**config.mk**
```make
export PLATFORM = sky130hd
export DESIGN_NAME = seq_bit_serializer_flat
export DESIGN_NICKNAME = d
export VERILOG_FILES = /design/src/rtl/seq_bit_serializer_if.sv /design/src/rtl/seq_bit_serializer.sv /design/src/flat_wrapper.sv
export SDC_FILE = /design/constraint.sdc
export NUM_CORES = 1
export LEC_CHECK = 0
export ABC_AREA = 1
export BUFFER_PORTS_ARGS = -buffer_cell sky130_fd_sc_hd__buf_2
export CAP_MARGIN = 20
export CORE_UTILIZATION = 43
export CTS_CLUSTER_DIAMETER = 150
export DETAILED_ROUTE_END_ITERATION = 8
export PLACE_DENSITY = 0.69
export SLEW_MARGIN = 5
export SYNTH_ARGS = -nofsm -noshare
export SYNTH_HDL_FRONTEND = slang
export SYNTH_SLANG_ARGS = --single-unit
```
**constraint.sdc**
```tcl
create_clock -name clk -period 2.1 [get_ports clk]
set_clock_uncertainty 0.05 [all_clocks]
set_input_delay 0.21 -clock clk [delete_from_list [all_inputs] [get_ports clk]]
set_output_delay 0.21 -clock clk [all_outputs]
set_load 0.02 [all_outputs]
```
**src/rtl/seq_bit_serializer_if.sv**
```systemverilog
// Parallel-word input and serial-bit output handshakes of the bit serializer.
interface seq_bit_serializer_if #(
  parameter int unsigned WIDTH = 8
);
  logic [WIDTH-1:0] in_data;
  logic             in_valid;
  logic             in_ready;
  logic             bit_out;
  logic             bit_valid;
  logic             bit_ready;

  modport master (
    output in_data, in_valid, bit_ready,
    input  in_ready, bit_out, bit_valid
  );

  modport slave (
    input  in_data, in_valid, bit_ready,
    output in_ready, bit_out, bit_valid
  );
endinterface

```
**src/rtl/seq_bit_serializer.sv**
```systemverilog
// Buffers parallel words in a small FIFO and emits them as a gapless serial
// bit stream, one bit per accepted cycle.
module seq_bit_serializer #(
  parameter int unsigned WIDTH     = 8,
  parameter int unsigned DEPTH     = 4,
  parameter bit          MSB_FIRST = 1'b1
) (
  input  logic                   clk,
  input  logic                   reset,
  seq_bit_serializer_if.slave    bus,
  output logic                   busy,
  output logic [$clog2(DEPTH):0] fifo_count
);

  localparam int unsigned PW = $clog2(DEPTH);
  localparam int unsigned CW = PW + 1;
  localparam int unsigned BW = $clog2(WIDTH);

  typedef enum logic {IDLE, SHIFT} state_t;

  state_t           state_q, state_d;
  logic [PW-1:0]    wr_ptr_q, rd_ptr_q;
  logic [CW-1:0]    count_q, count_d;
  logic [WIDTH-1:0] shreg_q, shreg_d, shifted;
  logic [BW-1:0]    bit_cnt_q, bit_cnt_d;
  logic [WIDTH-1:0] mem_q [DEPTH];
  logic             full, empty, push, pop, last_bit;

  assign full     = (count_q == CW'(DEPTH));
  assign empty    = (count_q == '0);
  assign push     = bus.in_valid && !full;
  assign last_bit = (bit_cnt_q == '0);

  // Outputs are pure decodes of registered state.
  assign bus.in_ready  = !full;
  assign bus.bit_valid = (state_q == SHIFT);
  assign bus.bit_out   = MSB_FIRST ? shreg_q[WIDTH-1] : shreg_q[0];
  assign busy          = (state_q == SHIFT) || !empty;
  assign fifo_count    = count_q;

  // FIFO storage; contents need no reset since count gates every read.
  always_ff @(posedge clk) begin
    if (push) mem_q[wr_ptr_q] <= bus.in_data;
  end

  // Next-state, shifter and pop decision.
  always_comb begin
    state_d   = state_q;
    shreg_d   = shreg_q;
    bit_cnt_d = bit_cnt_q;
    pop       = 1'b0;
    shifted   = MSB_FIRST ? {shreg_q[WIDTH-2:0], 1'b0} : {1'b0, shreg_q[WIDTH-1:1]};
    case (state_q)
      IDLE: begin
        if (!empty) begin
          pop       = 1'b1;
          shreg_d   = mem_q[rd_ptr_q];
          bit_cnt_d = BW'(WIDTH - 1);
          state_d   = SHIFT;
        end
      end
      SHIFT: begin
        if (bus.bit_ready) begin
          if (!last_bit) begin
            shreg_d   = shifted;
            bit_cnt_d = bit_cnt_q - BW'(1);
          end else if (!empty) begin
            // Reload straight from the FIFO so consecutive words have no bubble.
            pop       = 1'b1;
            shreg_d   = mem_q[rd_ptr_q];
            bit_cnt_d = BW'(WIDTH - 1);
          end else begin
            state_d = IDLE;
          end
        end
      end
      default: state_d = IDLE;
    endcase
  end

  // Occupancy update; a simultaneous push and pop leaves it unchanged.
  always_comb begin
    count_d = count_q;
    case ({push, pop})
      2'b10:   count_d = count_q + CW'(1);
      2'b01:   count_d = count_q - CW'(1);
      default: count_d = count_q;
    endcase
  end

  always_ff @(posedge clk or negedge reset) begin
    if (!reset) begin
      state_q   <= IDLE;
      wr_ptr_q  <= '0;
      rd_ptr_q  <= '0;
      count_q   <= '0;
      shreg_q   <= '0;
      bit_cnt_q <= '0;
    end else begin
      state_q   <= state_d;
      count_q   <= count_d;
      shreg_q   <= shreg_d;
      bit_cnt_q <= bit_cnt_d;
      if (push) wr_ptr_q <= wr_ptr_q + PW'(1);
      if (pop)  rd_ptr_q <= rd_ptr_q + PW'(1);
    end
  end

endmodule

```
**src/flat_wrapper.sv**
```systemverilog
// flat-port wrapper written by rule: the top's interface ports become plain ports
module seq_bit_serializer_flat 
#(
  parameter int unsigned WIDTH     = 8,
  parameter int unsigned DEPTH     = 4,
  parameter bit          MSB_FIRST = 1'b1
)
  (clk, reset, busy, fifo_count, bus_in_data, bus_in_valid, bus_bit_ready, bus_in_ready, bus_bit_out, bus_bit_valid);
  seq_bit_serializer_if #(.WIDTH(WIDTH)) bus_i ();
  input  logic clk;
  input  logic reset;
  output logic busy;
  output logic [$clog2(DEPTH):0] fifo_count;
  input wire logic [$bits(bus_i.in_data)-1:0] bus_in_data;
  input wire logic [$bits(bus_i.in_valid)-1:0] bus_in_valid;
  input wire logic [$bits(bus_i.bit_ready)-1:0] bus_bit_ready;
  output wire logic [$bits(bus_i.in_ready)-1:0] bus_in_ready;
  output wire logic [$bits(bus_i.bit_out)-1:0] bus_bit_out;
  output wire logic [$bits(bus_i.bit_valid)-1:0] bus_bit_valid;
  assign bus_i.in_data = bus_in_data;
  assign bus_i.in_valid = bus_in_valid;
  assign bus_i.bit_ready = bus_bit_ready;
  assign bus_in_ready = bus_i.in_ready;
  assign bus_bit_out = bus_i.bit_out;
  assign bus_bit_valid = bus_i.bit_valid;
  seq_bit_serializer #(.WIDTH(WIDTH), .DEPTH(DEPTH), .MSB_FIRST(MSB_FIRST)) u_core (.clk(clk), .reset(reset), .bus(bus_i), .busy(busy), .fifo_count(fifo_count));
endmodule
```
Word-level counts from Yosys, hierarchy flattened
Memory sizes are Yosys's and may differ from the RTL's.
Cells that the tools add are included.
{"block": "word_totals", "ramBits": 32, "memories": 1, "register_bits": 19, "wordCells": 42, "output_inout_bits": 7}
{"block": "op_classes", "n_eq_ne": 4, "muxes": 18, "add_sub_neg": 5, "reduce_logical": 7, "bitwise_logic": 1}
{"memory": "u_core.mem_q", "depth": 4, "word_bits": 8, "read_ports": 1, "rd_ports_with_merged_regs": 0, "write_ports": 1, "line": "seq_bit_serializer.sv:26", "source": "logic [WIDTH-1:0] mem_q [DEPTH];"}
{"op": "8-bit 2-to-1 mux", "n": 3}
{"op": "8-bit case mux with 2 select lines", "n": 1}
{"op": "3-bit case mux with 2 select lines", "n": 2}
{"op": "3-bit 2-to-1 mux", "n": 3}
{"op": "1-bit 2-to-1 mux", "n": 7}
{"op": "3-bit logical NOT", "n": 2}
{"op": "3-bit by 1-bit subtractor with 3-bit output (second input constant)", "n": 2}
{"op": "2-bit by 1-bit adder with 2-bit output (second input constant)", "n": 2}
{"op": "1-bit case mux with 2 select lines", "n": 2}
{"op": "3-bit by 1-bit adder with 3-bit output (second input constant)", "n": 1}
{"op": "3-bit == test (second input constant)", "n": 1}
{"op": "2-bit by 1-bit == test with 1-bit output (second input constant)", "n": 1}
{"op": "2-bit == test (second input constant)", "n": 1}
{"op": "1-bit logical NOT", "n": 2}
{"op": "2-bit != test (second input constant)", "n": 1}
{"op": "2-bit nonzero test", "n": 1}
{"op": "1-bit logical AND", "n": 1}
{"op": "1-bit logical OR", "n": 1}
{"op": "1-bit NOT", "n": 1}

Logic depth before layout (Yosys ltp)
{"block": "depth", "depth_word": 7, "mapped_depth": 12}

Least setup slack after synthesis
OpenSTA, ideal clock, no wires.
{"block": "synth_path", "path_kind": "register to register", "startpoint": "register u_core.count_q[1] (netlist: u_core.fifo_count[1])", "endpoint": "register u_core.count_q[2] (netlist: u_core.fifo_count[2])", "synth_period_minus_slack_ns": 2.148, "path_buffers": 0, "t_arrival_ns": 1.967, "path_slack_ns": -0.048, "path_stages_with_launch": 10, "path_cell_list": "dfrtp_1 nor2_1 nand2_1 nand2_1 ha_1 inv_1 fa_1 a21oi_1 o21ai_0 xor2_1"}
{"block": "synth_between", "elab_cells_between_ends": 14}
{"item": "start: declaration", "line": "seq_bit_serializer.sv:23", "source": "logic [CW-1:0] count_q, count_d;"}
{"item": "start signal: assignment", "line": "seq_bit_serializer.sv:101", "source": "count_q <= count_d;"}
{"item": "3-bit == test (*)", "line": "seq_bit_serializer.sv:29", "source": "assign full = (count_q == CW'(DEPTH));"}
{"item": "1-bit logical NOT (*)"}
{"item": "net bus_in_ready", "line": "flat_wrapper.sv:17", "source": "output wire logic [$bits(bus_i.in_ready)-1:0] bus_in_ready;"}
{"item": "1-bit logical AND (*)", "line": "seq_bit_serializer.sv:31", "source": "assign push = bus.in_valid && !full;"}
{"item": "2-bit by 1-bit == test with 1-bit output or 2-bit == test (tied branches)", "line": "seq_bit_serializer.sv:84", "source": "case ({push, pop})"}
{"item": "3-bit case mux with 2 select lines or 2-bit nonzero test (tied branches)"}
The timed path passes the listed nets; every way through them passes the cells marked *.
A chain may end at the register's enable or synchronous reset.

Worst setup path in the final report
{"block": "layout_path", "startpoint": "register u_core.bit_cnt_q[1]", "endpoint": "register u_core.count_q[2] (netlist: u_core.fifo_count[2])"}
{"block": "layout_between", "elab_chain_len": 6, "elab_cells_between_ends": 8}
{"item": "start: declaration", "line": "seq_bit_serializer.sv:25", "source": "logic [BW-1:0] bit_cnt_q, bit_cnt_d;"}
{"item": "start signal: assignment", "line": "seq_bit_serializer.sv:103", "source": "bit_cnt_q <= bit_cnt_d;"}
{"item": "3-bit logical NOT (*)", "line": "seq_bit_serializer.sv:32", "source": "assign last_bit = (bit_cnt_q == '0);"}
{"item": "1-bit 2-to-1 mux (*)", "line": "seq_bit_serializer.sv:64", "source": "if (!last_bit) begin"}
{"item": "1-bit 2-to-1 mux (*)", "line": "seq_bit_serializer.sv:63", "source": "if (bus.bit_ready) begin"}
{"item": "1-bit case mux with 2 select lines (*)", "line": "seq_bit_serializer.sv:53", "source": "case (state_q)"}
{"item": "2-bit by 1-bit == test with 1-bit output or 2-bit == test (tied branches)", "line": "seq_bit_serializer.sv:84"}
{"item": "3-bit case mux with 2 select lines or 2-bit nonzero test (tied branches)"}
Mark *: on every way between the ends. The rest lies on a longest branch, timed or not.

==> reports/metrics.yaml <==
status: "completed"
grt_max_degree: 20
p_per_area_nw_per_um2: 1270
hold_violations: 0
fmax_mhz: 510
start_kind: "flop"
track_usage_pct: 16.4
io_buffer_count: 18
cts_root_buf: "clkbuf_8"
slowest_delay_ns: 0.38
synth_top_area_cell: "edfxtp_1"
overflow: 0
fp.dieW_um: 74.6
setup_viol: 0
gp_congestion: 0.776
yosysWarnings: 0
via_count: 1527
ff2ff_path_depth: 12
fin_hold_ws_ns: 0.0537
clkSinkCount: 51
yosys.area_share.adder_pct: 4.75
final_cell_mix: "nand2_1, edfxtp_1, inv_1, nand3_1, dfrtp_1"
syn_area_um2: 2270
critical_path_arrival_ns: 2.11
die_y_um: 74.6
synth_compound_area_share_pct: 3.53
max_slew_margin_pct: 66.0
fin_util_pct: 51.0
num_rows: 26
p_leak_nw: 1.14
fin_ws_ns: 0.139
drt_first_iter_violations: 83
synthSimpleGateAreaFrac_pct: 20.9
peakVddDrop_mv: 0.529
final.setup.tns_ns: 0
clock_path_buffers: 2
dieArea_um2: 5570
layout_commonest_cell: "nand2_1"
vias_per_cell: 4.74
synth_area_leaders: "edfxtp_1, dfrtp_1, nand2_1"
path_max_fanout: 3
clock_latency_ns: 0.31
place_ws_ns: 0.0326
cap_violations: 0
firstDrtPassIters: 4
synth_area_per_cell_um2: 10.4
fin_crit_sh_pct: 93.4
crit_type: "flop to flop"
first_global_vias: 1414
grt_antenna_before_repair: 0
cts_tree: "built"
r2r_start: "u_core.bit_cnt_q[1]$_DFFE_PN0P_"
io_pins: 19
drive_gt1_share_pct: 20.6
cts-htree-levels: 2
finalNetCount: 271
wl_um: 3850
ys_types: 20
hp-class: "input pin to flop"
synth_top_family_by_area: "simple AND/OR/NAND/NOR gates"
worst-endpoint-required_ns: 2.25
tightest_slew_ns: 0.510
maxSlewViolCount: 0
fin_crit_ns: 1.96
path_cells: "inv_1 > ha_1 > nand2_1 > nand2_2 > nand2_2 > nor2_4 > ha_4 > inv_1 > fa_2 > a21oi_1 > o21ai_1 > xor2_1"
p_total_mw: 3.31
drc: 0
area_growth_pct: 14.8
syn_inst: 219
clkTransAtPathRegs_ns: 0.10
wl_per_cell_um: 11.9
coreArea_um2: 5110
synth_top_cell_area_share_pct: 42.4
endpoint_kind: "flop"
crit_slowest_cell: "dfrtp_1"
setup.worst_path.start: "u_core.bit_cnt_q[1]$_DFFE_PN0P_"
grt_pass1_wl_um: 6640
synth-xor-area-share_pct: 1.55
synth_seq_cells: 51
yosysSeqAreaShare_pct: 63.4
synth.area.mux_share_pct: 0
synthesis.nets: 239
cts_made_buffers: 5
worstHoldPathCells: 1
hold_start: "bus_in_data[1]"
drtAntennaViolNets: 0
diodes: 0
start_util_pct: 44.4
hpwl_um: 2610
rsz0062_at_grt: "no"
fillCellCount: 486
-- metal layers --
metal	vias up	GRT usage, %	share of wire [%]
li1	767	-	-
met4	0	6.29	1.7
met3	8	3.21	3.5
met2	34	25.9	47
met1	718	22.7	48
met5	-	0	0
-- path summary, 6_finish.rpt --
path,end,slack [ns]
setup / recovery,u_core.fifo_count[2]$_DFFE_PN0P_,0.14
hold / removal,u_core.mem_q[0][1]$_DFFE_PP_,0.05
setup reg to reg,u_core.fifo_count[2]$_DFFE_PN0P_,0.14
hold reg to reg,u_core.bit_cnt_q[2]$_DFFE_PN0P_,0.44
max in group asynchronous,u_core.bit_cnt_q[1]$_DFFE_PN0P_,1.39
min in group asynchronous,u_core.shreg_q[3]$_DFFE_PN0P_,0.31
-- registers in the layout, summed over array words and instances (netlist names) --
signal	flops
u_core.bus.bit_valid	1
u_core.fifo_count	3
u_core.rd_ptr_q	2
u_core.mem_q	32
u_core.bit_cnt_q	3
u_core.wr_ptr_q	2
u_core.shreg_q	8
-- critical path: cells and delay by family (launching register included) --
family / cells / cell delay (ns)
fa+ha+maj: 3 / 0.60
flops: 1 / 0.38
simple gates: 4 / 0.31
compound gates: 2 / 0.23
buf+inv: 2 / 0.14
xor+xnor: 1 / 0.14
-- stage by stage --
stage               cell area [um^2]  std cells
floorplan                       2270        219
global placement                2480        312
detailed placement              2480        312
CTS                             2580        321
global route                    2600        322
finish                          2600        322
-- power breakdown --
group	total, mW	leakage (nW)	switching [mW]	internal [mW]
logic	1.25	0.589	0.787	0.467
registers	1.47	0.502	0.114	1.36
clock network	0.581	0.0485	0.342	0.239
total	3.31	1.14	1.24	2.06
-- synthesized netlist by cell type --
master / n
o21ai_1: 2
buf_4: 3
a21oi_1: 9
inv_1: 21
nand2_2: 2
buf_6: 2
xnor2_1: 1
ha_1: 7
clkinv_1: 1
o21ai_0: 5
nand2_1: 69
inv_2: 2
dfrtp_1: 19
nor2_1: 14
xor2_1: 3
or2_2: 5
edfxtp_1: 32
nor2_4: 2
fa_1: 1
nand3_1: 19
-- cells by family after synthesis --
group / Yosys count
and+or+nand+nor: 111
DFF: 51
buffers and inverters: 29
AOI/OAI and AO/OA: 16
adders and majority gates: 8
xor gates and xnor gates: 4
-- layout make-up --
cell class	count	area [um^2]	area share, %
Sequential cell	51	1440	55.2
Multi-Input combinational cell	139	716	27.5
Timing Repair Buffer	30	183	7.02
Inverter	24	90.1	3.46
Tap cell	70	87.6	3.36
Clock buffer	5	68.8	2.64
Clock inverter	3	22.5	0.865
-- repair_timing --
action                                  4_1_cts  5_1_grt
buffers inserted                              0        1
endpoints found under the setup margin        0        1
hold buffers                                  1        0
endpoints found under the hold margin        19        0
gates resized for setup                       0        5
No activity file was read; power rests on OpenSTA's default activity.
